### src/rtl/rvee_trap_ctrl.sv
// Machine-mode trap controller for the rvee pipeline.
//
// Captures exceptions reported by the mem stage into mepc/mcause/mtval.
// It then flushes the pipeline for one cycle and redirects fetch to mtvec
// on the following cycle. An mret retiring from exec flushes the pipeline
// and redirects to mepc in the next cycle. The block also holds the trap
// CSRs (mtvec, mscratch, mepc, mcause, mtval) behind a small combinational
// read / registered write port.
//
// Optional feature: define RVEE_TRAP_DOUBLE_FAULT_HALT_EN to turn an
// exception taken while in_trap is set into a halt. The halt state is
// left only through reset. Without the macro, nested exceptions are
// ordinary traps and halted is tied low.
//
// Ports
//   clk, rst                  clock, asynchronous active-low reset
//   exception, fault_pc,      fault report from mem stage
//   fault_addr, n_cause
//   mret                      mret retiring from exec stage
//   csr_addr, csr_we,         CSR access (read combinational, write on edge)
//   csr_wdata, csr_rdata,
//   csr_illegal
//   flush, redirect,          registered pipeline control
//   redirect_pc
//   in_trap, halted           status

module rvee_trap_ctrl #(
  parameter int unsigned     XLEN       = 32,
  parameter logic [XLEN-1:0] RESET_TVEC = '0
) (
  input  logic            clk,
  input  logic            rst,
  input  logic            exception,
  input  logic [XLEN-1:0] fault_pc,
  input  logic [XLEN-1:0] fault_addr,
  input  logic [XLEN-2:0] n_cause,
  input  logic            mret,
  input  logic [11:0]     csr_addr,
  input  logic            csr_we,
  input  logic [XLEN-1:0] csr_wdata,
  output logic [XLEN-1:0] csr_rdata,
  output logic            csr_illegal,
  output logic            flush,
  output logic            redirect,
  output logic [XLEN-1:0] redirect_pc,
  output logic            in_trap,
  output logic            halted
);

  localparam logic [11:0] AddrMtvec    = 12'h305;
  localparam logic [11:0] AddrMscratch = 12'h340;
  localparam logic [11:0] AddrMepc     = 12'h341;
  localparam logic [11:0] AddrMcause   = 12'h342;
  localparam logic [11:0] AddrMtval    = 12'h343;

  typedef enum logic [1:0] {StIdle, StEnter, StRedirect, StHalt} state_e;

  state_e          state_q, state_d;
  logic [XLEN-1:0] mtvec_q, mtvec_d;
  logic [XLEN-1:0] mscratch_q, mscratch_d;
  logic [XLEN-1:0] mepc_q, mepc_d;
  logic [XLEN-1:0] mcause_q, mcause_d;
  logic [XLEN-1:0] mtval_q, mtval_d;
  logic            in_trap_q, in_trap_d;
  logic            flush_q, flush_d;
  logic            redirect_q, redirect_d;
  logic [XLEN-1:0] redirect_pc_q, redirect_pc_d;

  // CSR read port
  always_comb begin
    csr_rdata   = '0;
    csr_illegal = 1'b0;
    case (csr_addr)
      AddrMtvec:    csr_rdata = mtvec_q;
      AddrMscratch: csr_rdata = mscratch_q;
      AddrMepc:     csr_rdata = mepc_q;
      AddrMcause:   csr_rdata = mcause_q;
      AddrMtval:    csr_rdata = mtval_q;
      default:      csr_illegal = 1'b1;
    endcase
  end

  always_comb begin
    state_d       = state_q;
    mtvec_d       = mtvec_q;
    mscratch_d    = mscratch_q;
    mepc_d        = mepc_q;
    mcause_d      = mcause_q;
    mtval_d       = mtval_q;
    in_trap_d     = in_trap_q;
    flush_d       = 1'b0;
    redirect_d    = 1'b0;
    redirect_pc_d = redirect_pc_q;

    // Software writes first; a trap capture below overrides mepc/mcause/mtval.
    if (csr_we && (state_q != StHalt)) begin
      case (csr_addr)
        AddrMtvec:    mtvec_d    = {csr_wdata[XLEN-1:2], 2'b00};
        AddrMscratch: mscratch_d = csr_wdata;
        AddrMepc:     mepc_d     = {csr_wdata[XLEN-1:2], 2'b00};
        AddrMcause:   mcause_d   = csr_wdata;
        AddrMtval:    mtval_d    = csr_wdata;
        default:      ;
      endcase
    end

    unique case (state_q)
      StIdle: begin
        if (exception) begin
          mepc_d    = {fault_pc[XLEN-1:2], 2'b00};
          mtval_d   = fault_addr;
          mcause_d  = {1'b0, n_cause};
          in_trap_d = 1'b1;
          flush_d   = 1'b1;
`ifdef RVEE_TRAP_DOUBLE_FAULT_HALT_EN
          state_d   = in_trap_q ? StHalt : StEnter;
`else
          state_d   = StEnter;
`endif
        end else if (mret) begin
          flush_d       = 1'b1;
          redirect_d    = 1'b1;
          redirect_pc_d = mepc_q;
          in_trap_d     = 1'b0;
        end
      end
      // flush is high during ENTER; exception/mret here are wrong-path
      StEnter: begin
        state_d       = StRedirect;
        redirect_d    = 1'b1;
        redirect_pc_d = mtvec_q;
      end
      StRedirect: state_d = StIdle;
      StHalt:     ;
      default:    state_d = StIdle;
    endcase
  end

  always_ff @(posedge clk or negedge rst) begin
    if (!rst) begin
      state_q       <= StIdle;
      mtvec_q       <= {RESET_TVEC[XLEN-1:2], 2'b00};
      mscratch_q    <= '0;
      mepc_q        <= '0;
      mcause_q      <= '0;
      mtval_q       <= '0;
      in_trap_q     <= 1'b0;
      flush_q       <= 1'b0;
      redirect_q    <= 1'b0;
      redirect_pc_q <= '0;
    end else begin
      state_q       <= state_d;
      mtvec_q       <= mtvec_d;
      mscratch_q    <= mscratch_d;
      mepc_q        <= mepc_d;
      mcause_q      <= mcause_d;
      mtval_q       <= mtval_d;
      in_trap_q     <= in_trap_d;
      flush_q       <= flush_d;
      redirect_q    <= redirect_d;
      redirect_pc_q <= redirect_pc_d;
    end
  end

  assign flush       = flush_q;
  assign redirect    = redirect_q;
  assign redirect_pc = redirect_pc_q;
  assign in_trap     = in_trap_q;

`ifdef RVEE_TRAP_DOUBLE_FAULT_HALT_EN
  assign halted = (state_q == StHalt);
`else
  assign halted = 1'b0;
`endif

endmodule

### config.mk
export PLATFORM = sky130hd
export DESIGN_NAME = rvee_trap_ctrl
export DESIGN_NICKNAME = d
export VERILOG_FILES = /design/src/rtl/rvee_trap_ctrl.sv
export SDC_FILE = /design/constraint.sdc
export NUM_CORES = 1
export LEC_CHECK = 0
export ABC_AREA = 0
export ABC_CLOCK_PERIOD_IN_PS = 2930
export CELL_PAD_IN_SITES_DETAIL_PLACEMENT = 1
export CELL_PAD_IN_SITES_GLOBAL_PLACEMENT = 1
export CORE_MARGIN = 2
export CORE_UTILIZATION = 39
export CTS_CLUSTER_DIAMETER = 150
export DETAILED_ROUTE_END_ITERATION = 10
export PLACE_DENSITY = 0.88
export SLEW_MARGIN = 20
export SYNTH_ARGS = -nofsm -noshare
export SYNTH_HDL_FRONTEND = slang
export SYNTH_SLANG_ARGS = --single-unit
export TNS_END_PERCENT = 5
### constraint.sdc
create_clock -name clk -period 2.93 [get_ports clk]
set_clock_uncertainty 0.15 [all_clocks]
set_input_delay 0.293 -clock clk [delete_from_list [all_inputs] [get_ports clk]]
set_output_delay 0.293 -clock clk [all_outputs]
set_load 0.05 [all_outputs]
==> results by group, run 1 <==
Clock tree
  • Max Buffers Root-to-Sink: 2
  • Worst skew pair latency: 0.44 ns
  • Cts bufs inserted: 17
  • Clock Sinks: 195
  • TritonCTS clock tree: done
  • Root Driver: clkbuf_16
  • Worst-path clk slew: 0.08 ns
  • H-Tree Depth: 4

Setup path
  • CP endpoint kind: primary output
  • Reg2reg start: state_q[0]
  • Internal reg-to-reg setup slack: 0.42 ns
  • Reg2Reg Depth: 5
  • Worst EP arrival: 2.46 ns
  • Critical Path Start Type: input port
  • Required @ worst endpoint: 2.49 ns
  • Critical path class: input port to primary output
  • Crit Path Max Fanout: 7
  • R2r endpoint: mcause_q[25]

Die
  • Top Ports: 213
  • Placeable Area: 0.0242 mm^2
  • Initial Utilization: 39.6%
  • Rows: 57
  • Total die area: 0.0259 mm^2
  • Width of the die: 161 um
  • Die Ht: 161 um

Placed design
  • GP Congestion: 0.783
  • Port buffer count: 209
  • Cells after DPL: 1500
  • HPWL after detailed placement: 24300 um

Logic synthesis
  • Synth top area share: 50.8%
  • Post-synthesis sequential area ratio: 50.8%
  • Post-Syn Area per Cell: 9.65 um^2
  • Post-synth EDFFs: 0
  • Cell variety after synth: 45
  • Syn_nets: 1142
  • Synth Warn #: 0
  • Post-synth top flop: dfrtp_1
  • Cells after synthesis: 995
  • Ys async rst share: 100%
  • Most frequent cells after synthesis: nand2_1 (222), dfrtp_1 (195), nor2_1 (99)
  • Most area-consuming cells after synthesis: dfrtp_1 (51%), nand2_1 (8.7%), mux2_2 (6.2%)
  • Post-synth top area cell: dfrtp_1
  • Number of synthesized register bits: 195
  • Most frequent cell after synthesis: nand2_1
  • Syn Std Cell Area: 0.00960 mm^2

Run status
  • Status: completed

STA
  • Crit share post-route: 99.2%
  • Tightest hold margin: 0.247 ns
  • Final min period: 2.91 ns
  • Final Hold Viols: 0
  • Setup Viol. Count Final: 0
  • Slew at the pin with the worst max-slew slack: 0.670 ns
  • Rel. slew slack: 55.3%
  • Final Max Tran Viols: 0
  • Fmax: 0.344 GHz

Drt
  • Via count: 9047
  • ANT nets after route: 0
  • Initial DRC count: 536
  • Drt via density: 5.88
  • TritonRoute pass-1 iters: 7
  • Drt wl/cell: 23.6 um
  • DRT Wirelength: 36400 um
  • Drc violations: 0

Global route
  • Vias in the first global route: 10022
  • Global route overflow: 0
  • Initial antenna violation count: 2
  • Global-route usage over all layers: 28.6%
  • First-pass GRT wire length: 57000 um
  • Largest net degree at the start of global routing: 63

Final layout
  • Fraction of layout cells with a size suffix above 1: 16.5%
  • Layout Cells excl Fill: 1539
  • Filler Cell Count: 2656
  • Area Growth Syn to Fin: 39.3%
  • Fin nets: 1347

Pwr
  • Peak VDD IR: 436 uV
  • P_leak: 5.87 nW
  • P per Cell Area: 804 mW/mm^2

Worst hold path
  • Hold Path Class: input port to asynchronous set/reset pin

Flow run
  • Max-cap violations: 0
flip-flops by register name (all words and copies together) (netlist names):
name	cells
redirect	1
mepc_q	32
mcause_q	32
mscratch_q	32
mtvec_q	30
flush	1
mtval_q	32
state_q	2
in_trap	1
redirect_pc	32
worst max-delay path, stage by stage:
cell and delay, ns:
clkdlybuf4s50_1 0.42, or4b_4 0.61, nor4_4 0.38, buf_4 0.21, clkbuf_4 0.19, a22o_1 0.21
buf_12 0.15
how the worst max path moves through the flow:
stage,from,end,slack (ns),cells past startpoint
floorplan,csr_addr[2],csr_rdata[12],0.45,6
global placement,csr_addr[2],mcause_q[26],-0.009,6
detailed placement,csr_addr[2],mcause_q[25],-0.09,6
CTS,csr_addr[2],csr_rdata[28],0.002,6
global route,csr_addr[4],csr_rdata[22],-0.05,7
finish,csr_addr[4],csr_rdata[22],0.02,7
placed cells by master, fill, tap and decap left out, types with 3 or more instances in the layout:
master	Yosys	layout
clkdlybuf4s50_1	0	175
a31oi_1	93	93
a22oi_1	58	58
dfrtp_1	195	195
and4_2	0	3
buf_6	7	3
nor2b_1	7	5
and3_1	4	3
nand2_1	222	221
inv_1	3	3
a21oi_1	3	3
a22o_1	33	33
buf_12	0	43
mux2i_1	34	33
buf_4	2	48
clkbuf_16	0	17
o22ai_1	29	29
mux2_2	53	53
bufinv_16	0	5
nor2_1	99	98
o21ai_0	31	31
inv_6	0	4
mux2_1	9	9
where the power goes:
part	switching (W)	internal (W)	leakage (nW)	total [W]
clock network	0.00111	0.00154	0.315	0.00265
logic	0.00247	0.00152	3.15	0.00399
registers	0.000566	0.00356	2.40	0.00413
total	0.00415	0.00662	5.87	0.0108
metal layers:
metal	vias to the layer above	track usage, %	share of wire (%)
met4	0	14.0	3.7
met3	96	4.49	5.4
li1	3961	-	-
met1	4620	35.7	40
met2	370	48.4	51
met5	-	0	0
area by class of cell:
type / count / area [um^2] / share of cell area, %
clock buffer: 19 / 433 / 3.23
multi-input combinational: 710 / 4390 / 32.8
timing repair buffer: 273 / 3050 / 22.8
antenna: 2 / 5.00 / 0.0374
tap: 324 / 405 / 3.03
clock inverter: 13 / 218 / 1.63
inverter: 3 / 11.3 / 0.0841
sequential: 195 / 4880 / 36.5
what timing repair did:
item | 4_1_cts | 5_1_grt
gates resized for setup | 3 | 4
endpoints found under the hold margin | 59 | 0
setup buffers | 0 | 2
pin swaps | 0 | 2
endpoints found under the setup margin | 17 | 26
cloned | 0 | 2
hold buffers | 1 | 0
logic make-up after synthesis:
group,after synthesis,synth area share [%]
compound gates,252,17.7
mux,98,11.3
other cells,1,0.0390
fa+ha+maj,3,0.391
buf+inv,90,4.33
flops,195,50.8
simple gates,356,15.5
metrics by stage:
stage                     worst slack [ns]  TNS (ns)  area (um^2)  total power, W  utilization (%)
after floorplan                      0.448         0         9600         0.00648                -
after global placement            -0.00877   -0.0159        12700         0.00782             52.2
after detailed placement           -0.0897     -1.83        12700         0.00808             52.2
after CTS                          0.00198         0        13300          0.0108             55.0
after global routing               -0.0475    -0.545        13400          0.0113             55.2
final                               0.0228         0        13400          0.0108             55.2
No activity file was read; power rests on OpenSTA's default activity.
==> inputs of run 2 (changes only) <==
- SETUP_SLACK_MARGIN: unset -> 0.2
==> results by group, run 2 (synthesis gave the netlist of run 1 again) <==
STA
  • Slew at the pin with the worst max-slew slack: 0.654 ns (was 0.670 ns)
  • Final Max Tran Viols: 0 (unchanged)
  • Crit share post-route: 93.7% (was 99.2%)
  • Final Hold Viols: 0 (unchanged)
  • Tightest hold margin: 0.253 ns (was 0.247 ns)
  • RSZ-0062 raised after global routing: true
  • Rel. slew slack: 56.4% (was 55.3%)
  • Final min period: 2.75 ns (was 2.91 ns)
  • Setup Viol. Count Final: 0 (unchanged)
  • Fin Setup TNS: 0 ns (unchanged)
  • Fmax: 0.364 GHz (was 0.344 GHz)

Final layout
  • Fraction of layout cells with a size suffix above 1: 17.1% (was 16.5%)
  • Fin nets: 1347 (unchanged)
  • Filler Cell Count: 2645 (was 2656)
  • FF/Latch Area: 0.00488 mm^2 (unchanged)
  • Most frequent cells in the layout: nand2_1 (221), dfrtp_1 (195), clkdlybuf4s50_1 (174), nor2_1 (98), a31oi_1 (93) (was nand2_1 (221), dfrtp_1 (195), clkdlybuf4s50_1 (175), nor2_1 (98), a31oi_1 (93))
  • Post-route cell area: 0.0135 mm^2 (was 0.0134 mm^2)
  • Area of the multi-input gates: 0.00446 mm^2 (was 0.00439 mm^2)
  • Commonest non-fill, non-tap cell in the layout: nand2_1 (unchanged)
  • Area Growth Syn to Fin: 40.1% (was 39.3%)
  • Layout Cells excl Fill: 1539 (unchanged)

Worst hold path
  • Hold Path Class: input port to asynchronous set/reset pin (unchanged)

Setup path
  • Most frequent CP cell: buf_4
  • CP max stage delay: 0.61 ns (about the same)
  • CP top delay family: buffers and inverters (was simple AND/OR/NAND/NOR gates)
  • Crit Path Max Fanout: 7 (unchanged)
  • Critical path class: input port to primary output (unchanged)
  • CP bufs+invs: 4 (unchanged)
  • Worst path cell trace: clkdlybuf4s50_1, or4b_4, nor4_4, buf_4, buf_4, a22o_1, buf_12 (was clkdlybuf4s50_1, or4b_4, nor4_4, buf_4, clkbuf_4, a22o_1, buf_12)
  • Critical Path Start Type: input port (unchanged)
  • CP endpoint kind: primary output (unchanged)
  • Required @ worst endpoint: 2.49 ns (about the same)
  • Worst path slowest cell: or4b_4 (unchanged)
  • Worst EP arrival: 2.30 ns (was 2.46 ns)

Drt
  • DRT Wirelength: 36400 um (about the same)
  • Drt wl/cell: 23.6 um (about the same)
  • TritonRoute pass-1 iters: 5 (was 7)
  • Initial DRC count: 582 (was 536)
  • Drt via density: 5.90 (was 5.88)
  • ANT nets after route: 0 (unchanged)
  • Via count: 9082 (was 9047)
  • Drc violations: 0 (unchanged)

Placed design
  • GP Congestion: 0.783 (unchanged)
  • Port buffer count: 209 (unchanged)
  • Cells after DPL: 1500 (unchanged)
  • Dpl cell area: 0.0127 mm^2 (unchanged)
  • HPWL after detailed placement: 24300 um (unchanged)

Pwr
  • Final Power: 0.0108 W (about the same)
  • Peak VDD IR: 437 uV (was 436 uV)
  • P_leak: 5.92 nW (was 5.87 nW)
  • P per Cell Area: 801 mW/mm^2 (was 804 mW/mm^2)

Clock tree
  • Worst skew pair latency: 0.43 ns (was 0.44 ns)
  • Worst-path clk slew: 0.08 ns (about the same)
  • Clock Sinks: 195 (unchanged)
  • Cts bufs inserted: 17 (unchanged)
  • Max Buffers Root-to-Sink: 2 (unchanged)
  • Root Driver: clkbuf_16 (unchanged)
  • TritonCTS clock tree: done (unchanged)
  • H-Tree Depth: 4 (unchanged)

Global route
  • Global route overflow: 0 (unchanged)
  • Initial antenna violation count: 2 (unchanged)
  • Global-route usage over all layers: 28.7% (was 28.6%)
  • First-pass GRT wire length: 57100 um (was 57000 um)
  • Largest net degree at the start of global routing: 63 (unchanged)
  • Vias in the first global route: 10033 (was 10022)

Die
  • Placeable Area: 0.0242 mm^2 (unchanged)
  • Width of the die: 161 um (unchanged)
  • Initial Utilization: 39.6% (unchanged)
  • Top Ports: 213 (unchanged)
  • Rows: 57 (unchanged)
  • Total die area: 0.0259 mm^2 (unchanged)
  • Die Ht: 161 um (unchanged)

Flow run
  • Max-cap violations: 0 (unchanged)

Run status
  • Status: completed (unchanged)
-- run 2: cell types whose count changed in the layout (fill, tap and decap cells not counted), sizes merged --
cell	before	now
buf	94	96
clkbuf	22	20
clkdlybuf4s50	175	174
dlymetal6s2s	0	1
-- run 2: per-layer routing --
layer,vias to the layer above,GRT usage (%),share of wire [%]
met2,367,48.3,50
met3,117,3.93,5.2
met4,0,14.7,4.5
li1,3961,-,-
met5,-,0,0
met1,4637,36.1,41
-- run 2: power breakdown --
| group | switching [W] | total [W] | internal [W] |
|---|---|---|---|
| sequential | 0.000574 | 0.00413 | 0.00356 |
| clock | 0.00111 | 0.00265 | 0.00154 |
| combinational | 0.00247 | 0.00399 | 0.00152 |
-- run 2: worst paths after layout --
kind,start,end,slack (ns),cells past startpoint
worst min register to register,redirect_pc[22],redirect_pc[22],0.33,2
worst max-delay path,csr_addr[5],csr_rdata[6],0.18,7
max in group asynchronous,rst,flush,1.53,3
worst min-delay path,rst,redirect_pc[10],0.25,2
worst max register to register,state_q[0],mcause_q[25],0.42,5
min in group clk,fault_pc[2],mepc_q[2],0.28,3
-- run 2: layout make-up --
class	instances	area share, %
clock buffers	19	3.22
multi-input cells	710	33.1
flip-flops and latches	195	36.3
diodes	2	0.0372
inverters	3	0.0837
well taps	324	3.01
repair buffers	273	22.6
clock inverters	13	1.62
-- run 2: worst register-to-register path: stages, from the launching register on --
cell and delay, ns:
dfrtp_1 0.42, ha_1 0.28, or3b_2 0.51, or4_4 0.70, nand2_1 0.18, a31oi_1 0.11
-- run 2: timing repair --
action	4_1_cts	5_1_grt
hold buffers	1	0
resized for setup	14	2
pin swaps	3	3
cloned	1	0
hold endpoints to repair	59	0
setup buffers	2	1
setup endpoints to repair	29	29
-- run 2: metrics by stage --
step	utilization [%]	setup WS [ns]
floorplan	-	0.448
global placement	52.2	-0.00877
detailed placement	52.2	-0.0897
CTS	55.4	0.139
global route	55.5	0.127
finish	55.5	0.184
==> inputs of run 3 (changes only) <==
- SETUP_SLACK_MARGIN: 0.2 -> 0.15
==> results by group, run 3 (synthesis gave the netlist of run 1 again) <==
Run status
  • Status: completed (unchanged)

Setup path
  • Reg2reg start: state_q[0] (unchanged)
  • CP endpoint kind: primary output (unchanged)
  • Crit Path Max Fanout: 7 (unchanged)
  • Internal reg-to-reg setup slack: 0.42 ns (about the same)
  • Critical path class: input port to primary output (unchanged)
  • Required @ worst endpoint: 2.49 ns (about the same)
  • Reg2Reg Depth: 5 (unchanged)
  • R2r endpoint: mcause_q[25] (unchanged)
  • Worst EP arrival: 2.32 ns (was 2.30 ns)
  • Critical Path Start Type: input port (unchanged)

Drt
  • Drt via density: 5.94 (was 5.90)
  • Via count: 9132 (was 9082)
  • Drt wl/cell: 23.7 um (was 23.6 um)
  • DRT Wirelength: 36400 um (about the same)
  • Drc violations: 0 (unchanged)
  • ANT nets after route: 0 (unchanged)
  • Initial DRC count: 647 (was 582)
  • TritonRoute pass-1 iters: 5 (unchanged)

Pwr
  • P_leak: 5.87 nW (was 5.92 nW)
  • P per Cell Area: 805 mW/mm^2 (was 801 mW/mm^2)
  • Peak VDD IR: 436 uV (was 437 uV)
  • Final Power: 0.0108 W (about the same)

STA
  • Rel. slew slack: 55.9% (was 56.4%)
  • Fmax: 0.362 GHz (was 0.364 GHz)
  • Fin Setup TNS: 0 ns (unchanged)
  • Final Hold Viols: 0 (unchanged)
  • Crit share post-route: 94.3% (was 93.7%)
  • Final Max Tran Viols: 0 (unchanged)
  • Setup Viol. Count Final: 0 (unchanged)
  • Final min period: 2.76 ns (was 2.75 ns)
  • PnR worst setup slack: 0.166 ns (was 0.184 ns)
  • Slew at the pin with the worst max-slew slack: 0.662 ns (was 0.654 ns)
  • Tightest hold margin: 0.252 ns (was 0.253 ns)
  • RSZ-0062 raised after global routing: true (unchanged)

Global route
  • Global-route usage over all layers: 28.6% (was 28.7%)
  • Vias in the first global route: 10023 (was 10033)
  • Global route overflow: 0 (unchanged)
  • Largest net degree at the start of global routing: 63 (unchanged)
  • First-pass GRT wire length: 57100 um (about the same)
  • Initial antenna violation count: 2 (unchanged)

Die
  • Die Ht: 161 um (unchanged)
  • Rows: 57 (unchanged)
  • Initial Utilization: 39.6% (unchanged)
  • Width of the die: 161 um (unchanged)
  • Total die area: 0.0259 mm^2 (unchanged)
  • Placeable Area: 0.0242 mm^2 (unchanged)
  • Top Ports: 213 (unchanged)

Final layout
  • Filler Cell Count: 2655 (was 2645)
  • Area of the multi-input gates: 0.00439 mm^2 (was 0.00446 mm^2)
  • Most frequent cells in the layout: nand2_1 (221), dfrtp_1 (195), clkdlybuf4s50_1 (174), nor2_1 (98), a31oi_1 (93) (unchanged)
  • FF/Latch Area: 0.00488 mm^2 (unchanged)
  • Fin nets: 1346 (was 1347)
  • Fraction of layout cells with a size suffix above 1: 16.4% (was 17.1%)
  • Commonest non-fill, non-tap cell in the layout: nand2_1 (unchanged)
  • Area Growth Syn to Fin: 39.3% (was 40.1%)

Clock tree
  • H-Tree Depth: 4 (unchanged)
  • Max Buffers Root-to-Sink: 2 (unchanged)
  • Worst skew pair latency: 0.44 ns (was 0.43 ns)
  • Cts bufs inserted: 17 (unchanged)
  • TritonCTS clock tree: done (unchanged)
  • Worst-path clk slew: 0.08 ns (about the same)
  • Root Driver: clkbuf_16 (unchanged)
  • Clock Sinks: 195 (unchanged)

Placed design
  • GP Congestion: 0.783 (unchanged)
  • Setup WS pre-CTS: -0.0897 ns (unchanged)
  • HPWL after detailed placement: 24300 um (unchanged)
  • Port buffer count: 209 (unchanged)

Flow run
  • Max-cap violations: 0 (unchanged)

Worst hold path
  • Hold Path Class: input port to asynchronous set/reset pin (unchanged)
[run 3: how the worst max path moves through the flow]
stage | depth (start not counted) | start | end | slack (ns)
after floorplan | 6 | csr_addr[2] | csr_rdata[12] | 0.45
after global placement | 6 | csr_addr[2] | mcause_q[26] | -0.009
after detailed placement | 6 | csr_addr[2] | mcause_q[25] | -0.09
after CTS | 7 | csr_addr[2] | csr_rdata[19] | 0.09
after global routing | 7 | csr_addr[1] | csr_rdata[10] | 0.13
final | 7 | csr_addr[1] | csr_rdata[14] | 0.17
[run 3: per-layer routing]
metal,track usage (%),vias up,wire length (um)
met2,48.3,417,18200
met3,3.98,101,2030
li1,-,3956,-
met5,0,-,0
met4,14.2,0,1460
met1,36.1,4658,14700
[run 3: final cells by class]
| cell class | count | share of cell area, % |
|---|---|---|
| timing repair buffer | 272 | 22.7 |
| sequential | 195 | 36.5 |
| clock inverter | 13 | 1.63 |
| inverter | 3 | 0.0842 |
| multi-input combinational | 710 | 32.8 |
| antenna | 2 | 0.0374 |
| tap | 324 | 3.03 |
| clock buffer | 19 | 3.24 |
[run 3: worst max-delay path: stages]
cell	delay, ns
clkdlybuf4s50_1	0.47
or3b_2	0.52
nor4_4	0.31
buf_4	0.18
buf_6	0.14
a22o_1	0.24
buf_12	0.16
[run 3: stage by stage]
stage,util [%],area (um^2),std cells
2_1_floorplan,-,9600,995
3_3_place_gp,52.2,12700,1500
5_1_grt,55.2,13400,1538
4_1_cts,55.1,13400,1536
3_5_place_dp,52.2,12700,1500
6_report,55.2,13400,1538
[run 3: what timing repair did]
item                                    CTS  global route
endpoints found under the hold margin    59             0
pin swaps                                 1             1
buffers inserted                          2             0
endpoints found under the setup margin   29            29
hold buffers                              1             0
resized for setup                         6             1
gates cloned                              1             0
[run 3: where the power goes]
group          total [W]  internal [W]  switching, W
registers        0.00413       0.00356      0.000569
clock network    0.00265       0.00154       0.00112
logic            0.00399       0.00152       0.00247
